$ cat src/rtl/controlador_sensor_distancia_if.sv
// controlador_sensor_distancia_if: sensor controller request, echo, trigger and mapping-ROM signals.
// master drives requests, echo and ROM data; slave is the controller.
interface controlador_sensor_distancia_if;
    logic       start;
    logic       echo;
    logic       trig;
    logic [8:0] distancia;
    logic [7:0] distancia_mapeada;
    logic [7:0] valor;
    logic       valid;
    logic       busy;
    logic       timeout;
    modport master (output start, echo, distancia_mapeada,
                    input  trig, distancia, valor, valid, busy, timeout);
    modport slave  (input  start, echo, distancia_mapeada,
                    output trig, distancia, valor, valid, busy, timeout);
endinterface

$ cat src/rtl/controlador_sensor_distancia.sv
// controlador_sensor_distancia: ultrasonic ranger controller (trigger, echo timing, ROM lookup).
// Define SENSOR_CONTINUO_EN to auto-start a measurement every PERIOD_CYCLES.
module controlador_sensor_distancia #(
    parameter int TRIG_CYCLES    = 500,
    parameter int CYCLES_PER_CM  = 2900,
    parameter int TIMEOUT_CYCLES = 1500000,
    parameter int PERIOD_CYCLES  = 3000000
) (
    input logic clk,
    input logic reset,
    controlador_sensor_distancia_if.slave sif
);
    localparam int CMAX = TIMEOUT_CYCLES > TRIG_CYCLES ? TIMEOUT_CYCLES : TRIG_CYCLES;
    localparam int CW   = $clog2(CMAX + 1);
    localparam int SW   = $clog2(CYCLES_PER_CM + 1);

    typedef enum logic [2:0] {IDLE, TRIG, WAIT_ECHO, MEASURE, LOOKUP, DONE} state_t;

    state_t          state, next;
    logic            s1, s2, go, tmo, wrap, timeout_q;
    logic [CW-1:0]   cnt;
    logic [SW-1:0]   sub;
    logic [4:0]      cm;
    logic [7:0]      valor_q;

    assign tmo  = cnt == CW'(TIMEOUT_CYCLES - 1);
    assign wrap = sub == SW'(CYCLES_PER_CM - 1);

`ifdef SENSOR_CONTINUO_EN
    localparam int PW = $clog2(PERIOD_CYCLES + 1);
    logic [PW-1:0] pcnt;
    logic          run;
    assign go = state == IDLE && (sif.start || (run && pcnt == PW'(PERIOD_CYCLES - 1)));
    // Saturating start-to-start timer; only armed after the first accepted start
    always_ff @(posedge clk or posedge reset) begin
        if (reset) begin
            pcnt <= '0;
            run  <= 1'b0;
        end else if (go) begin
            pcnt <= '0;
            run  <= 1'b1;
        end else if (pcnt != PW'(PERIOD_CYCLES - 1)) begin
            pcnt <= pcnt + 1'b1;
        end
    end
`else
    assign go = state == IDLE && sif.start;
`endif

    always_ff @(posedge clk or posedge reset) begin
        if (reset) state <= IDLE;
        else       state <= next;
    end

    always_comb begin
        next = state;
        case (state)
            IDLE:      next = go ? TRIG : IDLE;
            TRIG:      next = cnt == CW'(TRIG_CYCLES - 1) ? WAIT_ECHO : TRIG;
            WAIT_ECHO: next = s2 ? MEASURE : tmo ? IDLE : WAIT_ECHO;
            MEASURE:   next = (!s2 || tmo) ? LOOKUP : MEASURE;
            LOOKUP:    next = DONE;
            DONE:      next = IDLE;
            default:   next = IDLE;
        endcase
    end

    // The cycle that detects echo in WAIT_ECHO is counted so cm reflects the full echo width
    always_ff @(posedge clk or posedge reset) begin
        if (reset) begin
            s1        <= 1'b0;
            s2        <= 1'b0;
            cnt       <= '0;
            sub       <= '0;
            cm        <= '0;
            timeout_q <= 1'b0;
            valor_q   <= '0;
        end else begin
            s1  <= sif.echo;
            s2  <= s1;
            cnt <= next != state ? '0 : cnt + 1'b1;
            if (go) begin
                sub       <= '0;
                cm        <= '0;
                timeout_q <= 1'b0;
            end else if (state == MEASURE && s2 && tmo) begin
                cm        <= 5'd16;
                timeout_q <= 1'b1;
            end else if ((state == WAIT_ECHO || state == MEASURE) && s2) begin
                sub <= wrap ? '0 : sub + 1'b1;
                cm  <= (wrap && cm != 5'd16) ? cm + 5'd1 : cm;
            end else if (state == WAIT_ECHO && tmo) begin
                timeout_q <= 1'b1;
            end
            if (state == LOOKUP) valor_q <= sif.distancia_mapeada;
        end
    end

    assign sif.distancia = cm < 5'd5 ? 9'd0 : cm > 5'd15 ? 9'd10 : 9'(cm - 5'd5);
    assign sif.trig      = state == TRIG;
    assign sif.busy      = state != IDLE;
    assign sif.valid     = state == DONE;
    assign sif.timeout   = timeout_q;
    assign sif.valor     = valor_q;
endmodule

$ cat src/flat_wrapper.sv
// flat-port wrapper written by rule: the top's interface ports become plain ports
module controlador_sensor_distancia_flat 
#(
    parameter int TRIG_CYCLES    = 500,
    parameter int CYCLES_PER_CM  = 2900,
    parameter int TIMEOUT_CYCLES = 1500000,
    parameter int PERIOD_CYCLES  = 3000000
)
  (clk, reset, sif_start, sif_echo, sif_distancia_mapeada, sif_trig, sif_distancia, sif_valor, sif_valid, sif_busy, sif_timeout);
  controlador_sensor_distancia_if sif_i ();
  input logic clk;
  input logic reset;
  input wire logic [$bits(sif_i.start)-1:0] sif_start;
  input wire logic [$bits(sif_i.echo)-1:0] sif_echo;
  input wire logic [$bits(sif_i.distancia_mapeada)-1:0] sif_distancia_mapeada;
  output wire logic [$bits(sif_i.trig)-1:0] sif_trig;
  output wire logic [$bits(sif_i.distancia)-1:0] sif_distancia;
  output wire logic [$bits(sif_i.valor)-1:0] sif_valor;
  output wire logic [$bits(sif_i.valid)-1:0] sif_valid;
  output wire logic [$bits(sif_i.busy)-1:0] sif_busy;
  output wire logic [$bits(sif_i.timeout)-1:0] sif_timeout;
  assign sif_i.start = sif_start;
  assign sif_i.echo = sif_echo;
  assign sif_i.distancia_mapeada = sif_distancia_mapeada;
  assign sif_trig = sif_i.trig;
  assign sif_distancia = sif_i.distancia;
  assign sif_valor = sif_i.valor;
  assign sif_valid = sif_i.valid;
  assign sif_busy = sif_i.busy;
  assign sif_timeout = sif_i.timeout;
  controlador_sensor_distancia #(.TRIG_CYCLES(TRIG_CYCLES), .CYCLES_PER_CM(CYCLES_PER_CM), .TIMEOUT_CYCLES(TIMEOUT_CYCLES), .PERIOD_CYCLES(PERIOD_CYCLES)) u_core (.clk(clk), .reset(reset), .sif(sif_i));
endmodule
$ cat config.mk
export PLATFORM = sky130hd
export DESIGN_NAME = controlador_sensor_distancia_flat
export DESIGN_NICKNAME = d
export VERILOG_FILES = /design/src/rtl/controlador_sensor_distancia_if.sv /design/src/rtl/controlador_sensor_distancia.sv /design/src/flat_wrapper.sv
export SDC_FILE = /design/constraint.sdc
export NUM_CORES = 1
export LEC_CHECK = 0
export CAP_MARGIN = 20
export CORE_ASPECT_RATIO = 0.8
export CORE_MARGIN = 3
export CORE_UTILIZATION = 41
export DETAILED_ROUTE_END_ITERATION = 6
export GPL_TIMING_DRIVEN = 0
export PLACE_DENSITY = 0.67
export SLEW_MARGIN = 0
export SYNTH_ARGS = -nofsm -noshare
export SYNTH_HDL_FRONTEND = slang
export SYNTH_SLANG_ARGS = --single-unit
$ cat constraint.sdc
create_clock -name clk -period 4.71 [get_ports clk]
set_input_delay 0.942 -clock clk [delete_from_list [all_inputs] [get_ports clk]]
set_output_delay 0.942 -clock clk [all_outputs]
set_load 0.005 [all_outputs]
# Word-level counts from Yosys, hierarchy flattened
# Index checks and enable logic that the tools add are counted.
dict set report word_totals {
  regBits 52
  out_inout_bits 21
}
dict set report op_classes {
  reduce_logical 18
  order_cmp 2
  n_mux 21
  addsub 4
  n_eq_ne 12
}
# op count
set ops {}
lappend ops {{two-way mux 12 bit} 4}
lappend ops {{adder 21 x 1 -> 21 bit (second input constant)} 1}
lappend ops {{equality test 21 bit (second input constant)} 1}
lappend ops {{equality test 21 x 9 -> 1 bit (second input constant)} 1}
lappend ops {{two-way mux 21 bit} 1}
lappend ops {{two-way mux 5 bit} 4}
lappend ops {{two-way mux 9 bit} 2}
lappend ops {{case mux 3 bit (5 select lines)} 1}
lappend ops {{adder 12 x 1 -> 12 bit (second input constant)} 1}
lappend ops {{equality test 12 bit (second input constant)} 1}
lappend ops {{nonzero test 3 bit} 4}
lappend ops {{equality test 3 x 2 -> 1 bit (second input constant)} 2}
lappend ops {{equality test 3 bit (second input constant)} 2}
lappend ops {{logical AND 1 bit} 6}
lappend ops {{two-way mux 3 bit} 2}
lappend ops {{AND reduction 2 bit} 3}
lappend ops {{subtractor 5 x 3 -> 6 bit (second input constant)} 1}
lappend ops {{adder 5 x 1 -> 5 bit (second input constant)} 1}
lappend ops {{> comparator 5 x 4 -> 1 bit (second input constant)} 1}
lappend ops {{less-than comparator 5 x 3 -> 1 bit (second input constant)} 1}
lappend ops {{two-way mux 1 bit} 5}
lappend ops {{!= test 5 bit (second input constant)} 1}
lappend ops {{two-way mux 2 bit} 2}
lappend ops {{equality test 3 x 1 -> 1 bit (second input constant)} 1}
lappend ops {{other kinds (7)} 8}

# Longest topological paths before layout
dict set report logic_depth {
  depth_word 6
  ltp_mapped 8
}

# Worst setup path before layout
# No wires, ideal clock.
dict set report synth_path {
  kind {reg-to-output}
  from {register u_core.cm[0]}
  to {output sif_distancia[1]}
  path_buffers 0
  stages_incl_launch_ff 7
  setup_slack_ns 2.438
  arrival_ns 1.330
  path_cell_list {dfrtp_1 > ha_1 > and3_1 > ha_1 > a21oi_1 > inv_1 > a21oi_1}
}
dict set report synth_between {
  elab_chain_len 3
  word_cells_on_any_way 5
  classes_between {add/sub: 1; order compare: 2; mux: 2}
}
# element line_no
set synth_lines {}
lappend synth_lines {{start: declaration} controlador_sensor_distancia.sv:23} ;# logic [4:0] cm;
lappend synth_lines {{start signal: assignment} controlador_sensor_distancia.sv:91} ;# cm <= (wrap && cm != 5'd16) ? cm + 5'd1 : cm;
lappend synth_lines {{subtractor 5 x 3 -> 6 bit or > comparator 5 x 4 -> 1 bit (tied branches)} controlador_sensor_distancia.sv:99} ;# assign sif.distancia = cm < 5'd5 ? 9'd0 : cm > 5'd15 ? 9'd10 : 9'(cm - 5'd5);
lappend synth_lines {{two-way mux 9 bit} controlador_sensor_distancia.sv:99}
lappend synth_lines {{two-way mux 9 bit (*)} controlador_sensor_distancia.sv:99}
lappend synth_lines {{end: declaration} flat_wrapper.sv:17} ;# output wire logic [$bits(sif_i.distancia)-1:0] sif_distancia;
# Mark *: on every way between the ends. The rest lies on a longest branch, timed or not.

# Worst setup path in the final report
# Ends and elaborated chain as after synthesis.

==> results.json <==
{
  "status": "finished, final reports clean",
  "required_ns": 3.77,
  "hold_class": "reg2reg",
  "drv_cap": 0,
  "num_vias": 2223,
  "synth_nets": 309,
  "instances_no_fill": 416,
  "r2r_cells": 6,
  "setup_tns_ns": 0,
  "synth.top_cell.area_share_pct": 44.7,
  "slew_violations": 0,
  "nFillCells": 623,
  "hold_path_depth": 0,
  "hold_ws_ns": 0.355,
  "netlist_area_sq_um": 2910,
  "root_buffer": "clkbuf_8",
  "period_minus_slack_ns": 3.21,
  "rsz0062_at_grt": "no",
  "worstReg2RegEnd": "u_core.sub[2]",
  "setup_viol": 0,
  "gp_congestion": 0.809,
  "clock_latency_ns": 0.31,
  "seq_area_frac_synth_pct": 44.7,
  "p_leak_nw": 1.50,
  "cts.path.max_buffers": 2,
  "die_area_sq_um": 8150,
  "power_density_nw_per_um2": 267,
  "track_usage_pct": 16.5,
  "dp.final_hpwl_mm": 4.40,
  "finalHoldViolCount": 0,
  "seqCellArea_sq_um": 1300,
  "cts.sinks": 52,
  "syn_area_per_cell_sq_um": 10.0,
  "fin_skew_ns": 0.0121,
  "arrival_ns": 2.27,
  "vias_per_cell": 5.34,
  "firstDrtPassIters": 4,
  "start_util_pct": 43.9,
  "antenna_found_initial": 0,
  "ir_worst_vdd_mv": 0.192,
  "ys.flop_type": "dfrtp_1",
  "overflow": 0,
  "die_h_microns": 81.4,
  "fin_total_pwr_uw": 921,
  "worstSetupStartpointType": "flop",
  "wl_per_cell_microns": 14.6,
  "synth_edf_count": 0,
  "h-tree-depth": 2,
  "cp-startpoint": "u_core.cm[0]",
  "async_flop_share_pct": 100,
  "grt_pass1_vias": 2170,
  "ant_nets": 0,
  "tightest_slew_ns": 0.706,
  "post_cts_buffers": 0,
  "drt_iter0_drc": 134,
  "drc": 0,
  "multi_input_area_sq_um": 1490,
  "period_share_pct": 68.2,
  "ctsResizeCount": 0,
  "drive_above_1_share_pct": 12.0,
  "cts_buffers": 5,
  "dp_cells": 408,
  "synth_cell_type_count": 48,
  "r2r_start": "u_core.cnt[5]",
  "nets": 349,
  "crit_fanout": 6,
  "core_sq_um": 6640,
  "clock.fmax_mhz": 311,
  "antennaDiodeCount": 0,
  "clk_pin_slew_ns": 0.09,
  "routed_wl_mm": 6.09,
  "ys_warn_count": 0,
  "hold_buffers": 0,
  "synth-seq-cells": 52,
  "portBuffers": 32,
  "critical_path_class": "reg2out",
  "io_pins": 33,
  "area.growth.synth_to_final_pct": 18.5,
  "crit_end": "sif_distancia[1]",
  "rows": 26,
  "synth.area.top_cells": "dfrtp_1 45%, xnor2_1 5.1%, nor2_1 4.9%",
  "grt_max_degree": 40,
  "endpoint_kind": "primary output",
  "grt_pass1_wl_mm": 10.8,
  "yosys.area.top_type": "dfrtp_1",
  "r2r_slack_ns": 2.36,
  "fp.dieW_microns": 100,
  "syn_inst": 291,
  "slew_headroom_pct": 52.7,
  "cts_tree": "done"
}
where the power goes:
part | internal (mW) | switching [mW] | leakage [nW]
Clock | 0.120 | 0.146 | 0.0445
Sequential | 0.480 | 0.0449 | 0.703
Combinational | 0.0652 | 0.0652 | 0.756
kinds of logic after synthesis:
family / Yosys count / synth area share, %
AOI/OAI and AO/OA: 30 / 7.78
muxes: 13 / 5.03
adders and majority gates: 7 / 2.92
buffers and inverters: 23 / 4.04
xor gates and xnor gates: 25 / 7.52
DFF: 52 / 44.7
and+or+nand+nor: 141 / 28.0
cells in the final DEF, fill, tap and decap left out, types with 4 or more instances in the layout:
cell,synthesis,layout
dfrtp_1,52,52
nor2_1,38,38
clkdlybuf4s50_1,0,32
xnor2_1,17,17
nand3_1,14,14
nor3_1,14,14
nand2_1,12,12
and3_1,11,11
nand4_1,10,10
mux2_2,9,9
inv_1,10,9
xor2_1,8,8
a21oi_1,6,6
a221o_1,6,6
ha_1,6,6
clkbuf_8,0,6
clkbuf_1,4,5
o21ai_0,5,5
a22o_1,5,5
nor2b_1,5,5
or4_1,4,4
metrics by stage:
step | utilization (%) | instance area (sq um) | worst slack [ns]
floorplan | - | 2910 | 2.44
global placement | 50.3 | 3340 | 1.48
detailed placement | 50.6 | 3360 | 1.84
CTS | 52.0 | 3450 | 1.48
global route | 52.0 | 3450 | 1.24
finish | 52.0 | 3450 | 1.50
cells in the mapped netlist (5+ instances only):
| cell type | number |
|---|---|
| o21ai_0 | 5 |
| a22o_1 | 5 |
| and3_1 | 11 |
| nor2b_1 | 5 |
| inv_1 | 10 |
| mux2_2 | 9 |
| a221o_1 | 6 |
| xor2_1 | 8 |
| a21oi_1 | 6 |
| nand3_1 | 14 |
| dfrtp_1 | 52 |
| ha_1 | 6 |
| nand2_1 | 12 |
| nor3_1 | 14 |
| nand4_1 | 10 |
| xnor2_1 | 17 |
| nor2_1 | 38 |
registers in the layout, indices dropped and copies added (netlist names):
name                count
u_core.state            3
u_core.s1               1
u_core.sub             12
u_core.s2               1
u_core.cnt             21
u_core.cm               5
u_core.sif.valor        8
u_core.sif.timeout      1
critical path, stage by stage, from the launching register on:
cell and delay [ns]:
dfrtp_1 0.46, ha_1 0.23, and3_1 0.18, ha_1 0.19, a21oi_1 0.18, inv_1 0.08
a21oi_1 0.14, clkdlybuf4s50_1 0.51
worst min path at each step:
stage / endpoint / slack, ns / startpoint
after global routing: u_core.s2 / 0.37 / u_core.s1
final: u_core.s2 / 0.35 / u_core.s1
after CTS: u_core.s2 / 0.36 / u_core.s1
after floorplan: u_core.s2 / 0.33 / u_core.s1
after global placement: u_core.s2 / 0.33 / u_core.s1
after detailed placement: u_core.s2 / 0.34 / u_core.s1
layout make-up:
| cell class | count | share of cell area (%) |
|---|---|---|
| Clock buffer | 7 | 2.50 |
| Timing Repair Buffer | 33 | 9.86 |
| Inverter | 10 | 1.09 |
| Buffer | 13 | 2.32 |
| Clock inverter | 1 | 0.218 |
| Sequential cell | 52 | 37.7 |
| Tap cell | 84 | 3.05 |
| Multi-Input combinational cell | 216 | 43.3 |
metal layers:
layer / routed length [microns] / up-vias / track usage (%)
met3: 390 / 4 / 4.55
met2: 2400 / 62 / 22.8
met4: 59 / 0 / 4.58
met1: 3230 / 1036 / 25.0
met5: 0 / - / 0
li1: - / 1121 / -
Note: power is estimated with default switching activity, not from simulation.
